File: src/rtl/cfg_reg_pkg.sv
// cfg_reg_pkg: shared access modes, defaults and ADC register indices for the config register file
package cfg_reg_pkg;
    typedef enum logic [1:0] {MODE_RW, MODE_RO, MODE_STICKY} reg_mode_e;
    localparam logic [31:0] DEFAULT_ILLEGAL_RD_VALUE = 32'hBAD0BAD0;
    localparam int INIT_TRIG_NUM  = 0;
    localparam int NEXT_TRIG_NUM  = 1;
    localparam int BUFFER_SIZE    = 2;
    localparam int CHANNEL_NUM    = 3;
    localparam int POST_TRIG_SIZE = 4;
endpackage

File: src/rtl/cfg_reg_cell.sv
// cfg_reg_cell: one register with read/write, read-only or sticky W1C behaviour
module cfg_reg_cell
    import cfg_reg_pkg::*;
#(
    parameter int        DATA_WIDTH = 32,
    parameter reg_mode_e MODE       = MODE_RW
) (
    input  logic                  clk,
    input  logic                  reset_n,
    input  logic                  wr,
    input  logic [DATA_WIDTH-1:0] wdata,
    input  logic [DATA_WIDTH-1:0] set,
    input  logic [DATA_WIDTH-1:0] ro_data,
    output logic [DATA_WIDTH-1:0] q,
    output logic [DATA_WIDTH-1:0] rd_value
);
    logic [DATA_WIDTH-1:0] q_next;
    // sticky: set is applied after clear so a concurrent set wins
    always_comb q_next = MODE == MODE_RO ? q :
                         MODE == MODE_STICKY ? ((q & ~(wr ? wdata : '0)) | set) :
                         (wr ? wdata : q);
    assign rd_value = MODE == MODE_RO ? ro_data : q;
    always_ff @(posedge clk or negedge reset_n) begin
        if (!reset_n) q <= '0;
        else q <= q_next;
    end
endmodule

File: src/rtl/cfg_register_file.sv
// cfg_register_file: parametrised control/status register bank with auto-increment select and error flag
module cfg_register_file
    import cfg_reg_pkg::*;
#(
    parameter int                      NUM_REGS         = 16,
    parameter int                      DATA_WIDTH       = 32,
    parameter logic [NUM_REGS-1:0]     RO_MASK          = NUM_REGS'(16'h0002),
    parameter logic [NUM_REGS-1:0]     STICKY_MASK      = '0,
    parameter bit                      AUTO_INC         = 1'b1,
    parameter logic [DATA_WIDTH-1:0]   ILLEGAL_RD_VALUE = DATA_WIDTH'(DEFAULT_ILLEGAL_RD_VALUE)
) (
    input  logic                           clk,
    input  logic                           reset_n,
    input  logic [DATA_WIDTH-1:0]          rx_data,
    input  logic                           reg_num_le,
    input  logic                           wr_en,
    input  logic                           rd_en,
    output logic [DATA_WIDTH-1:0]          tx_data,
    output logic                           rd_valid,
    output logic                           illegal_reg_num,
    output logic                           access_err,
    input  logic                           err_clr,
    output logic [NUM_REGS*DATA_WIDTH-1:0] reg_q,
    output logic [NUM_REGS-1:0]            wr_strobe,
    output logic [NUM_REGS-1:0]            rd_strobe,
    input  logic [NUM_REGS*DATA_WIDTH-1:0] ro_data,
    input  logic [NUM_REGS*DATA_WIDTH-1:0] status_set
);
    localparam int IW = $clog2(NUM_REGS);
    logic [DATA_WIDTH-1:0] reg_num, reg_num_next;
    logic [DATA_WIDTH-1:0] rd_vals [NUM_REGS];
    logic [IW-1:0]         idx;
    logic [NUM_REGS-1:0]   wr_dec, rd_dec;
    logic                  legal_acc;
    assign idx             = reg_num[IW-1:0];
    assign illegal_reg_num = reg_num >= DATA_WIDTH'(NUM_REGS);
    assign legal_acc       = (rd_en || wr_en) && !illegal_reg_num;
    assign wr_dec          = (wr_en && !illegal_reg_num) ? NUM_REGS'(1) << idx : '0;
    assign rd_dec          = (rd_en && !illegal_reg_num) ? NUM_REGS'(1) << idx : '0;
    always_comb reg_num_next = reg_num_le ? rx_data :
                               (AUTO_INC && legal_acc) ?
                               (idx == IW'(NUM_REGS - 1) ? '0 : reg_num + DATA_WIDTH'(1)) :
                               reg_num;
    for (genvar i = 0; i < NUM_REGS; i++) begin : g_cell
        // read-only takes precedence should the masks ever overlap
        localparam reg_mode_e M = RO_MASK[i] ? MODE_RO : STICKY_MASK[i] ? MODE_STICKY : MODE_RW;
        cfg_reg_cell #(.DATA_WIDTH(DATA_WIDTH), .MODE(M)) u_cell (
            .clk      (clk),
            .reset_n  (reset_n),
            .wr       (wr_dec[i]),
            .wdata    (rx_data),
            .set      (status_set[i*DATA_WIDTH +: DATA_WIDTH]),
            .ro_data  (ro_data[i*DATA_WIDTH +: DATA_WIDTH]),
            .q        (reg_q[i*DATA_WIDTH +: DATA_WIDTH]),
            .rd_value (rd_vals[i])
        );
    end
    always_ff @(posedge clk or negedge reset_n) begin
        if (!reset_n) begin
            reg_num    <= '0;
            tx_data    <= '0;
            rd_valid   <= 1'b0;
            wr_strobe  <= '0;
            rd_strobe  <= '0;
            access_err <= 1'b0;
        end else begin
            reg_num    <= reg_num_next;
            tx_data    <= rd_en ? (illegal_reg_num ? ILLEGAL_RD_VALUE : rd_vals[idx]) : tx_data;
            rd_valid   <= rd_en;
            wr_strobe  <= wr_dec;
            rd_strobe  <= rd_dec;
            access_err <= ((rd_en || wr_en) && illegal_reg_num) || (access_err && !err_clr);
        end
    end
endmodule

File: config.mk
export PLATFORM = sky130hd
export DESIGN_NAME = cfg_register_file
export DESIGN_NICKNAME = d
export VERILOG_FILES = /design/src/rtl/cfg_reg_pkg.sv /design/src/rtl/cfg_reg_cell.sv /design/src/rtl/cfg_register_file.sv
export SDC_FILE = /design/constraint.sdc
export NUM_CORES = 1
export LEC_CHECK = 0
export CAP_MARGIN = 20
export CELL_PAD_IN_SITES_DETAIL_PLACEMENT = 0
export CELL_PAD_IN_SITES_GLOBAL_PLACEMENT = 2
export CORE_AREA = 5 5 633 635
export CTS_BUF_LIST = sky130_fd_sc_hd__clkbuf_8 sky130_fd_sc_hd__clkbuf_16
export DETAILED_ROUTE_END_ITERATION = 6
export DIE_AREA = 0 0 638 640
export MAX_ROUTING_LAYER = met4
export PLACE_DENSITY_LB_ADDON = 0.1
export SYNTH_ARGS = -nofsm -noshare
export SYNTH_HDL_FRONTEND = slang
export SYNTH_SLANG_ARGS = --single-unit
File: constraint.sdc
create_clock -name clk -period 6 [get_ports clk]
set_input_delay 0.9 -clock clk [delete_from_list [all_inputs] [get_ports clk]]
set_output_delay 0.9 -clock clk [all_outputs]
set_load 0.005 [all_outputs]
Yosys cells after proc, flatten, opt, wreduce, memory -nomap -nowiden
Index checks and enable logic that the tools add are counted.
{ "classes": {"n_addsub": 1, "mul": 0, "div": 0, "order_cmp": 2, "eq_ne": 1, "shifts": 1, "mux": 9, "bitwise_logic": 1, "reduce_logical": 10} }
{ "op_table": {"columns": ["op", "count"], "rows": [
  ["$mux W32", 6],
  ["$bmux W32 S4", 1],
  ["$add A32 B1 Y32 const B", 1],
  ["$ge A32 B5 Y1 const B", 1],
  ["$mux W16", 2],
  ["$shl A1 B4 Y16 const A", 1],
  ["$ge A5 B5 Y1 const B", 1],
  ["$logic_and A1 B1 Y1", 5],
  ["$not A4 Y5", 1],
  ["$eq A4 B4 Y1 const B", 1],
  ["$logic_not A1 Y1", 2],
  ["$logic_or A1 B1 Y1", 2],
  ["$reduce_bool A2 Y1", 1]
]} }
{ "word_totals": {"regBits": 578, "latch_bits": 0, "ramBits": 0, "mem_bits_ro": 0, "inputBits": 1062, "output_inout_bits": 579, "elab_cells": 46, "memories": 0} }

Logic depth before layout (Yosys ltp)
Gate-level depths: netlist of run 1.
{ "depth": {"ltp_word": 5, "mapped_depth": 8, "depth_no_buf": 5} }

By module
A second synthesis of run 1 with hierarchy kept.
{ "hier_totals": {"cells_unflattened": 2116, "hier_area_um2": 31729.2} }
{ "by_module_without_submodules": {"columns": ["module", "instances", "cells_per_inst", "area_each_um2", "seq_area_each_um2"], "rows": [
  ["cfg_reg_cell (g_cell[0].u_cell ...)", 15, 100, 1585.3, 800.8],
  ["cfg_register_file", 1, 551, 7465.9, 2452.4],
  ["cfg_reg_cell (g_cell[1].u_cell)", 1, 65, 484.2, 0.0]
]} }

Least setup slack after synthesis of run 1
No wires, ideal clock.
{ "synth_path": {"path_kind": "flip-flop to flip-flop", "startpoint": "reg reg_num[0]", "endpoint": "reg g_cell[2].u_cell.q[10]", "setup_ns": 0.125, "arrival_time_ns": 2.180, "t_required_ns": 5.875, "path_slack_ns": 3.695, "path_stages_with_launch": 9, "path_buffers": 3, "synth_period_minus_slack_ns": 2.305, "cell_sequence": "dfrtp_1 > clkbuf_1 > clkbuf_1 > inv_1 > ha_1 > nand2_1 > nor4_2 > buf_2 > mux2_2"} }
{ "synth_between": {"elab_chain_cells": 4, "word_cells_on_any_way": 5, "cone_classes": "1 x order compare; 1 x shift; 1 x mux; 2 x reduce/logical"} }
{ "synth_rtl": {"columns": ["item", "line_no", "source"], "rows": [
  ["from (decl)", "cfg_register_file.sv:30", "logic [DATA_WIDTH-1:0] reg_num, reg_num_next;"],
  ["from (signal assigned)", "cfg_register_file.sv:67", "reg_num <= reg_num_next;"],
  ["$ge A32 B5 Y1", "cfg_register_file.sv:36", "assign illegal_reg_num = reg_num >= DATA_WIDTH'(NUM_REGS);"],
  ["$logic_not A1 Y1", "cfg_register_file.sv:38", "assign wr_dec = (wr_en && !illegal_reg_num) ? NUM_REGS'(1) << idx : '0;"],
  ["$logic_and A1 B1 Y1", "cfg_register_file.sv:38", null],
  ["$mux W16 (*)", "cfg_register_file.sv:38", null],
  ["to (signal assigned)", "cfg_reg_cell.sv:25", "else q <= q_next;"],
  ["to (decl)", "cfg_reg_cell.sv:14", "output logic [DATA_WIDTH-1:0] q,"]
]} }
Every way passes the cells marked *; elsewhere a longest branch is shown, timed or not.
A chain may end at the register's enable or synchronous reset.

Final worst setup path of run 1
{ "layout_path": {"startpoint": "reg reg_num[19]", "endpoint": "out illegal_reg_num"} }
{ "layout_between": {"elab_chain_cells": 1} }
{ "layout_rtl": {"columns": ["item", "line_no", "source"], "rows": [
  ["$ge A32 B5 Y1", "cfg_register_file.sv:36", null],
  ["to (decl)", "cfg_register_file.sv:20", "output logic illegal_reg_num,"]
]} }
Every way passes these cells.

==> impl_results.md, run 1 <==
- Design Power: 10500 uW
- Core ar.: 395000 um^2
- WS Path Type: reg2out
- Ys Warns: 0
- Drt pass-1 iters: 4
- # Max-Cap Violations: 0
- H-tree levels: 3
- Global-route wire length before repair: 234000 um
- CTS tree: yes
- Hold-fix buffers, CTS: 0
- Std cell rows: 231
- Synth area leaders: dfrtp_1 56%, mux2_2 22%, mux4_2 11%
- Synthesized flop and latch total: 578
- Routed wire length: 185000 um
- Number of global-route vias before repair: 20000
- Tcrit/Tclk final: 0.736
- VDD IR-drop max: 0.000188 V
- Post-synthesis cell type count: 39
- Final TNS setup: 0 ps
- Post_cts resized: 0
- Placed Cells: 7398
- DRT iter0 DRCs: 862
- Clk pin slew, worst setup/hold paths: 60 ps
- DP HPWL: 135000 um
- Area leader, netlist: dfrtp_1
- Largest net degree at the start of global routing: 123
- Period minus WS final: 4420 ps
- Vias/cell: 2.36
- Layout cells sized above 1: 0.372
- Initial antenna violation count: 46
- Die area: 408000 um^2
- Pwr Density: 253 nW/um^2
- Number of synthesized flops with an enable pin: 0
- Final instance area: 41400 um^2
- Final hold slack: 127 ps
- Die W: 638 um
- IO Count: 1641
- Crit path arrival time: 3520 ps
- Post-synthesis sequential area ratio: 0.564
- Setup Buffers After CTS: 0
- Max Clock Skew: 44.4 ps
- Syn_area_per_cell: 16.0 um^2
- Clock latency on the worst-skew pair: 810 ps
- Hold Crit Class: in2async
- GP Congestion: 0.683
- Async SR Flop Fraction: 1.00
- Wire length per cell: 24.4 um
- Fin. Hold Viols: 0
- Inserted Clock Buffers: 99
- CP Launch Type: flip-flop
- F_max: 226 MHz
- DP Area: 38300 um^2
- Root Buffer Master: clkbuf_16
- Area of the mapped netlist: 25700 um^2
- Run status: finished, final reports clean
- Die Y: 640 um
- RSZ-0062 raised after global routing: no
- Max Fanout on Critical Path: 11
- Fillcell total: 44800
- Nets: 3325
- Worst-margin pin slew: 1090 ps
- Initial Util: 0.0651
- Sink Count: 578
- Final slew viol count: 0
- Vias post-DR: 17900
- Port Buf Inserts: 616
- P_leak: 0.0161 uW
- CP required: 5100 ps
- Rel. slew slack: 0.271
- Drc violations: 0
- Final setup fails: 0
- Post-synth top area share: 0.564
- Non-Filler Instances: 7586
- Clock buffer depth: 4
- GRT Util Overall: 0.0907
- Synth Instances: 1605
- P&R area growth vs syn: 61.3%
- Gr ovfl total: 0
- ANT nets after route: 0
- Primary FF master, synth: dfrtp_1
- Crit end category: primary output
-- final timing paths --
check / startpoint / end / slack [ps] / depth (start not counted)
worst max-delay path: reg_num[19] / illegal_reg_num / 1580 / 5
worst min-delay path: reset_n / rd_strobe[11] / 130 / 1
worst max register to register: reg_num[0] / tx_data[3] / 2300 / 5
worst min register to register: reg_num[8] / reg_num[8] / 510 / 1
max in group asynchronous: reset_n / g_cell[0].u_cell.q[14] / 4480 / 2
min in group clk: reg_num[8] / reg_num[8] / 510 / 1
-- metal layers --
metal,GRT usage,wire length [um],vias up
met4,0.0280,6310,0
met3,0.0294,13100,202
met5,-,0,-
met1,0.0972,70800,9701
li1,-,-,7347
met2,0.159,95100,628
-- Yosys cell counts (all sizes together), types with 2 or more instances --
cell and n:
nor4 22, clkbuf 70, mux2 508, a31oi 17
inv 7, mux4 128, nor3 5, or4 2
nor2 23, nand2b 3, and3 13, o311a 2
buf 100, a22oi 64, nand2 25, a221o 2
dfrtp 578, a22o 16, nor2b 2, ha 6
-- cell families (layout without fill, tap and decap cells) --
kind of cell	Yosys count	count (layout)	synth area share
other cells	1	52	0.000146
mux	636	636	0.335
compound gates	106	106	0.0316
flops	578	578	0.564
buf+inv	178	866	0.0395
simple gates	100	100	0.0271
fa+ha+maj	6	6	0.00292
-- report_power, final --
group          total, uW  internal [uW]  switching (uW)
sequential          4050           3970            84.8
combinational        846            302             544
clock               5560           3290            2270
total              10500           7560            2900
-- state kept, by name, summed over array words and instances, names as in the netlist --
signal and cells:
rd_valid 1, reg_num 32, access_err 1, g_cell.u_cell.q 480, rd_strobe 16, wr_strobe 16
tx_data 32
-- critical path, cell delays in order (launching register included) --
cell	delay, ps
dfrtp_1	380
nor4_1	560
nand3_2	650
nor2_1	400
inv_1	130
clkdlybuf4s50_1	580
-- final cells by class --
cell class | count | area, um^2 | share of cell area
Sequential cell | 578 | 14500 | 0.349
Multi-Input combinational cell | 880 | 10400 | 0.251
Timing Repair Buffer | 690 | 6850 | 0.165
Tap cell | 5242 | 6560 | 0.158
Clock buffer | 122 | 2790 | 0.0675
Clock inverter | 46 | 277 | 0.00668
Antenna cell | 20 | 50.0 | 0.00121
Inverter | 8 | 31.3 | 0.000755
-- layout by cell type (no fill, tap or decap), types with 2 or more instances in the layout --
cell type	instances
dfrtp_1	576
diode_2	20
a22oi_1	64
nor2_1	22
or4_1	2
a31oi_1	17
inv_1	35
buf_2	2
clkbuf_16	99
ha_1	6
clkinv_4	2
o311a_1	2
clkinvlp_4	3
nor4_4	15
nand2b_1	3
clkinv_2	9
conb_1	32
nor3_1	4
nand2_1	25
buf_4	64
mux2_1	14
buf_12	9
a22o_1	16
and3_1	13
nor2b_4	2
a221o_1	2
clkbuf_8	23
mux4_2	128
clkdlybuf4s50_1	613
nor4_1	7
dfrtp_4	2
mux2_2	494
clkinv_8	2
-- through the flow --
| stage | utilization | worst slack [ps] |
|---|---|---|
| floorplan | - | 3700 |
| global placement | 0.0970 | 2190 |
| detailed placement | 0.0970 | 2180 |
| CTS | 0.105 | 1210 |
| global route | 0.105 | 1260 |
| finish | 0.105 | 1580 |
(Power assumes the default switching activity.)
==> inputs of run 2 (changes only) <==
--- a/config.mk
+++ b/config.mk
@@ -8,10 +8,10 @@
 export CAP_MARGIN = 20
 export CELL_PAD_IN_SITES_DETAIL_PLACEMENT = 0
 export CELL_PAD_IN_SITES_GLOBAL_PLACEMENT = 2
-export CORE_AREA = 5 5 633 635
+export CORE_AREA = 5 5 635 637
 export CTS_BUF_LIST = sky130_fd_sc_hd__clkbuf_8 sky130_fd_sc_hd__clkbuf_16
 export DETAILED_ROUTE_END_ITERATION = 6
-export DIE_AREA = 0 0 638 640
+export DIE_AREA = 0 0 640 642
 export MAX_ROUTING_LAYER = met4
 export PLACE_DENSITY_LB_ADDON = 0.1
 export SYNTH_ARGS = -nofsm -noshare
==> constraint.sdc (replaced) <==
create_clock -name clk -period 3.99 [get_ports clk]
set_input_delay 0.5985 -clock clk [delete_from_list [all_inputs] [get_ports clk]]
set_output_delay 0.5985 -clock clk [all_outputs]
set_load 0.005 [all_outputs]
==> run 2 against run 1 <==
Effect of this change: non-clock buffer count increased by 23; clock power increased by 56%; register-to-register slack got worse by 1300 ps; clock-buffer cell count decreased by 9; wire length increased by 1.3%; largest power group unchanged; sequential cell count unchanged; sequential power increased by 50%; power increased by 54%; critical path depth increased by 2; first-iteration DRC count increased by 1.5%; critical endpoint unchanged; hold slack improved by 140 ps.
==> impl_results.md, run 2 (synthesis gave the netlist of run 1 again) <==
- Run status: finished, final reports clean
- Final slew viol count: 0
- Crit end category: primary output
- WS Path Type: reg2out
- Core ar.: 397000 um^2
- Number of global-route vias before repair: 20100
- Critical path depth: 7
- Fin. Hold Viols: 0
- Port Buf Inserts: 616
- Die area: 411000 um^2
- P&R area growth vs syn: 63.8%
- Reg-to-reg critical path startpoint: reg_num[10]
- Final setup fails: 0
- Global-route wire length before repair: 239000 um
- Drc violations: 0
- GRT Util Overall: 0.0915
- P_leak: 0.0164 uW
- Routed wire length: 188000 um
- Root Buffer Master: clkbuf_16
- F_max: 271 MHz
- Critical path origin: reg_num[10]
- Commonest non-fill, non-tap cells in the layout: 613 x clkdlybuf4s50_1, 576 x dfrtp_1, 494 x mux2_2, 128 x mux4_2, 99 x clkbuf_16
- # Max-Cap Violations: 0
- Final instance area: 42000 um^2
- Crit path arrival time: 3090 ps
- H-tree levels: 3
- Cells on worst reg2reg path: 7
- Largest register FFs: 480
- Gr ovfl total: 0
- Std cell rows: 232
- Crit path max-delay family: buffers and inverters
- Clock buffer depth: 4
- GP Congestion: 0.683
- CP Launch Type: flip-flop
- Nets: 3348
- Drt pass-1 iters: 5
- Worst path bufs/invs: 4
- Die W: 640 um
- Layout cells sized above 1: 0.379
- Die Y: 642 um
- Critical-path top delay cell: clkdlybuf4s50_1
- Vias post-DR: 18100
- Vias/cell: 2.37
- CTS tree: yes
- RSZ-0062 raised after global routing: no
- HP Start: rd_en
- Clk pin slew, worst setup/hold paths: 50 ps
- Pwr Density: 382 nW/um^2
- Largest Register: g_cell.u_cell.q
- Biggest regs: g_cell.u_cell.q (480), reg_num (32), tx_data (32)
- Rel. slew slack: 0.280
- Max Fanout on Critical Path: 24
- Hold Crit Class: in2reg
- Inserted Clock Buffers: 99
- DRT iter0 DRCs: 875
- Tcrit/Tclk final: 0.923
- Worst path max stage delay: 490 ps
- Initial Util: 0.0646
- Largest net degree at the start of global routing: 90
- Clock latency on the worst-skew pair: 790 ps
- Initial antenna violation count: 41
- Final TNS setup: 0 ps
- Period minus WS final: 3680 ps
- DP HPWL: 137000 um
- DP Area: 38700 um^2
- Setup Buffers After CTS: 0
- Sink Count: 578
- CP Cell Sequence: nor4_1 > buf_4 > nand3_2 > buf_6 > nor2_1 > inv_2 > clkdlybuf4s50_1
- Commonest non-fill, non-tap cell in the layout: clkdlybuf4s50_1
- WHS Path Cells: 3
- Max Clock Skew: 34.9 ps
- ANT nets after route: 0
- VDD IR-drop max: 0.000282 V
- Worst-margin pin slew: 1080 ps
- CP required: 3390 ps
- IO Count: 1641
- Wire length per cell: 24.6 um
==> run 2: cell count changes in the layout (fill, tap and decap cells not counted), moves of 2 or more <==
cell / delta
bufinv_16: +8
nor4_2: +2
nor4_1: -2
buf_12: +21
clkbuf_8: -9
clkinvlp_4: -3
clkinv_2: +7
==> run 2: final cells by class <==
class                   instances  area (um^2)
fillers                     45100       355000
flip-flops and latches        578        14500
multi-input cells             880        10400
repair buffers                713         7310
well taps                    5265         6590
clock buffers                 113         2670
clock inverters                60          537
diodes                         19         47.5
inverters                       8         31.3
==> run 2: report_power, final <==
part	internal [uW]	leakage [uW]	total, uW	switching [uW]
registers	5970	0.00778	6070	103
logic	484	0.00694	1330	843
clock network	5310	0.00170	8680	3370
total	11800	0.0164	16100	4320
==> run 2: timing repair <==
action,CTS,global route
endpoints found under the hold margin,30,0
setup endpoints to repair,1,0
hold buffers,1,0
resized for setup,4,0
==> run 2: final timing paths <==
kind	endpoint	slack (ps)
setup / recovery	illegal_reg_num	310
hold / removal	tx_data[6]	270
setup reg to reg	g_cell[6].u_cell.q[14]	1040
hold reg to reg	reg_num[30]	510
max in group asynchronous	g_cell[9].u_cell.q[25]	2290
min in group asynchronous	rd_strobe[13]	340
==> run 2: per-layer routing <==
metal  up-vias  wire length (um)  part of all wire  global-route usage
met1      9925             74900              0.40               0.103
met5         -                 0                 0                   -
met3       163             11200             0.060              0.0229
li1       7396                 -                 -                   -
met4         0              4000             0.021              0.0197
met2       641             97700              0.52               0.163
==> run 2: worst reg2reg max path: stages, from the launching register on <==
cell and delay [ps]:
dfrtp_1 380, nor4_1 310, buf_4 180, nand3_2 220, buf_6 350, nor4_4 400, buf_4 500, mux2_2 490
==> run 2: through the flow <==
stage	setup slack, ps	power, uW	cells	utilization	hold WS (ps)
floorplan	1690	6620	1636	-	303
global placement	721	7590	7441	0.0974	490
detailed placement	785	7600	7442	0.0975	499
CTS	79.9	16700	7616	0.106	158
global route	46.3	16900	7625	0.106	190
finish	306	16100	7636	0.106	266
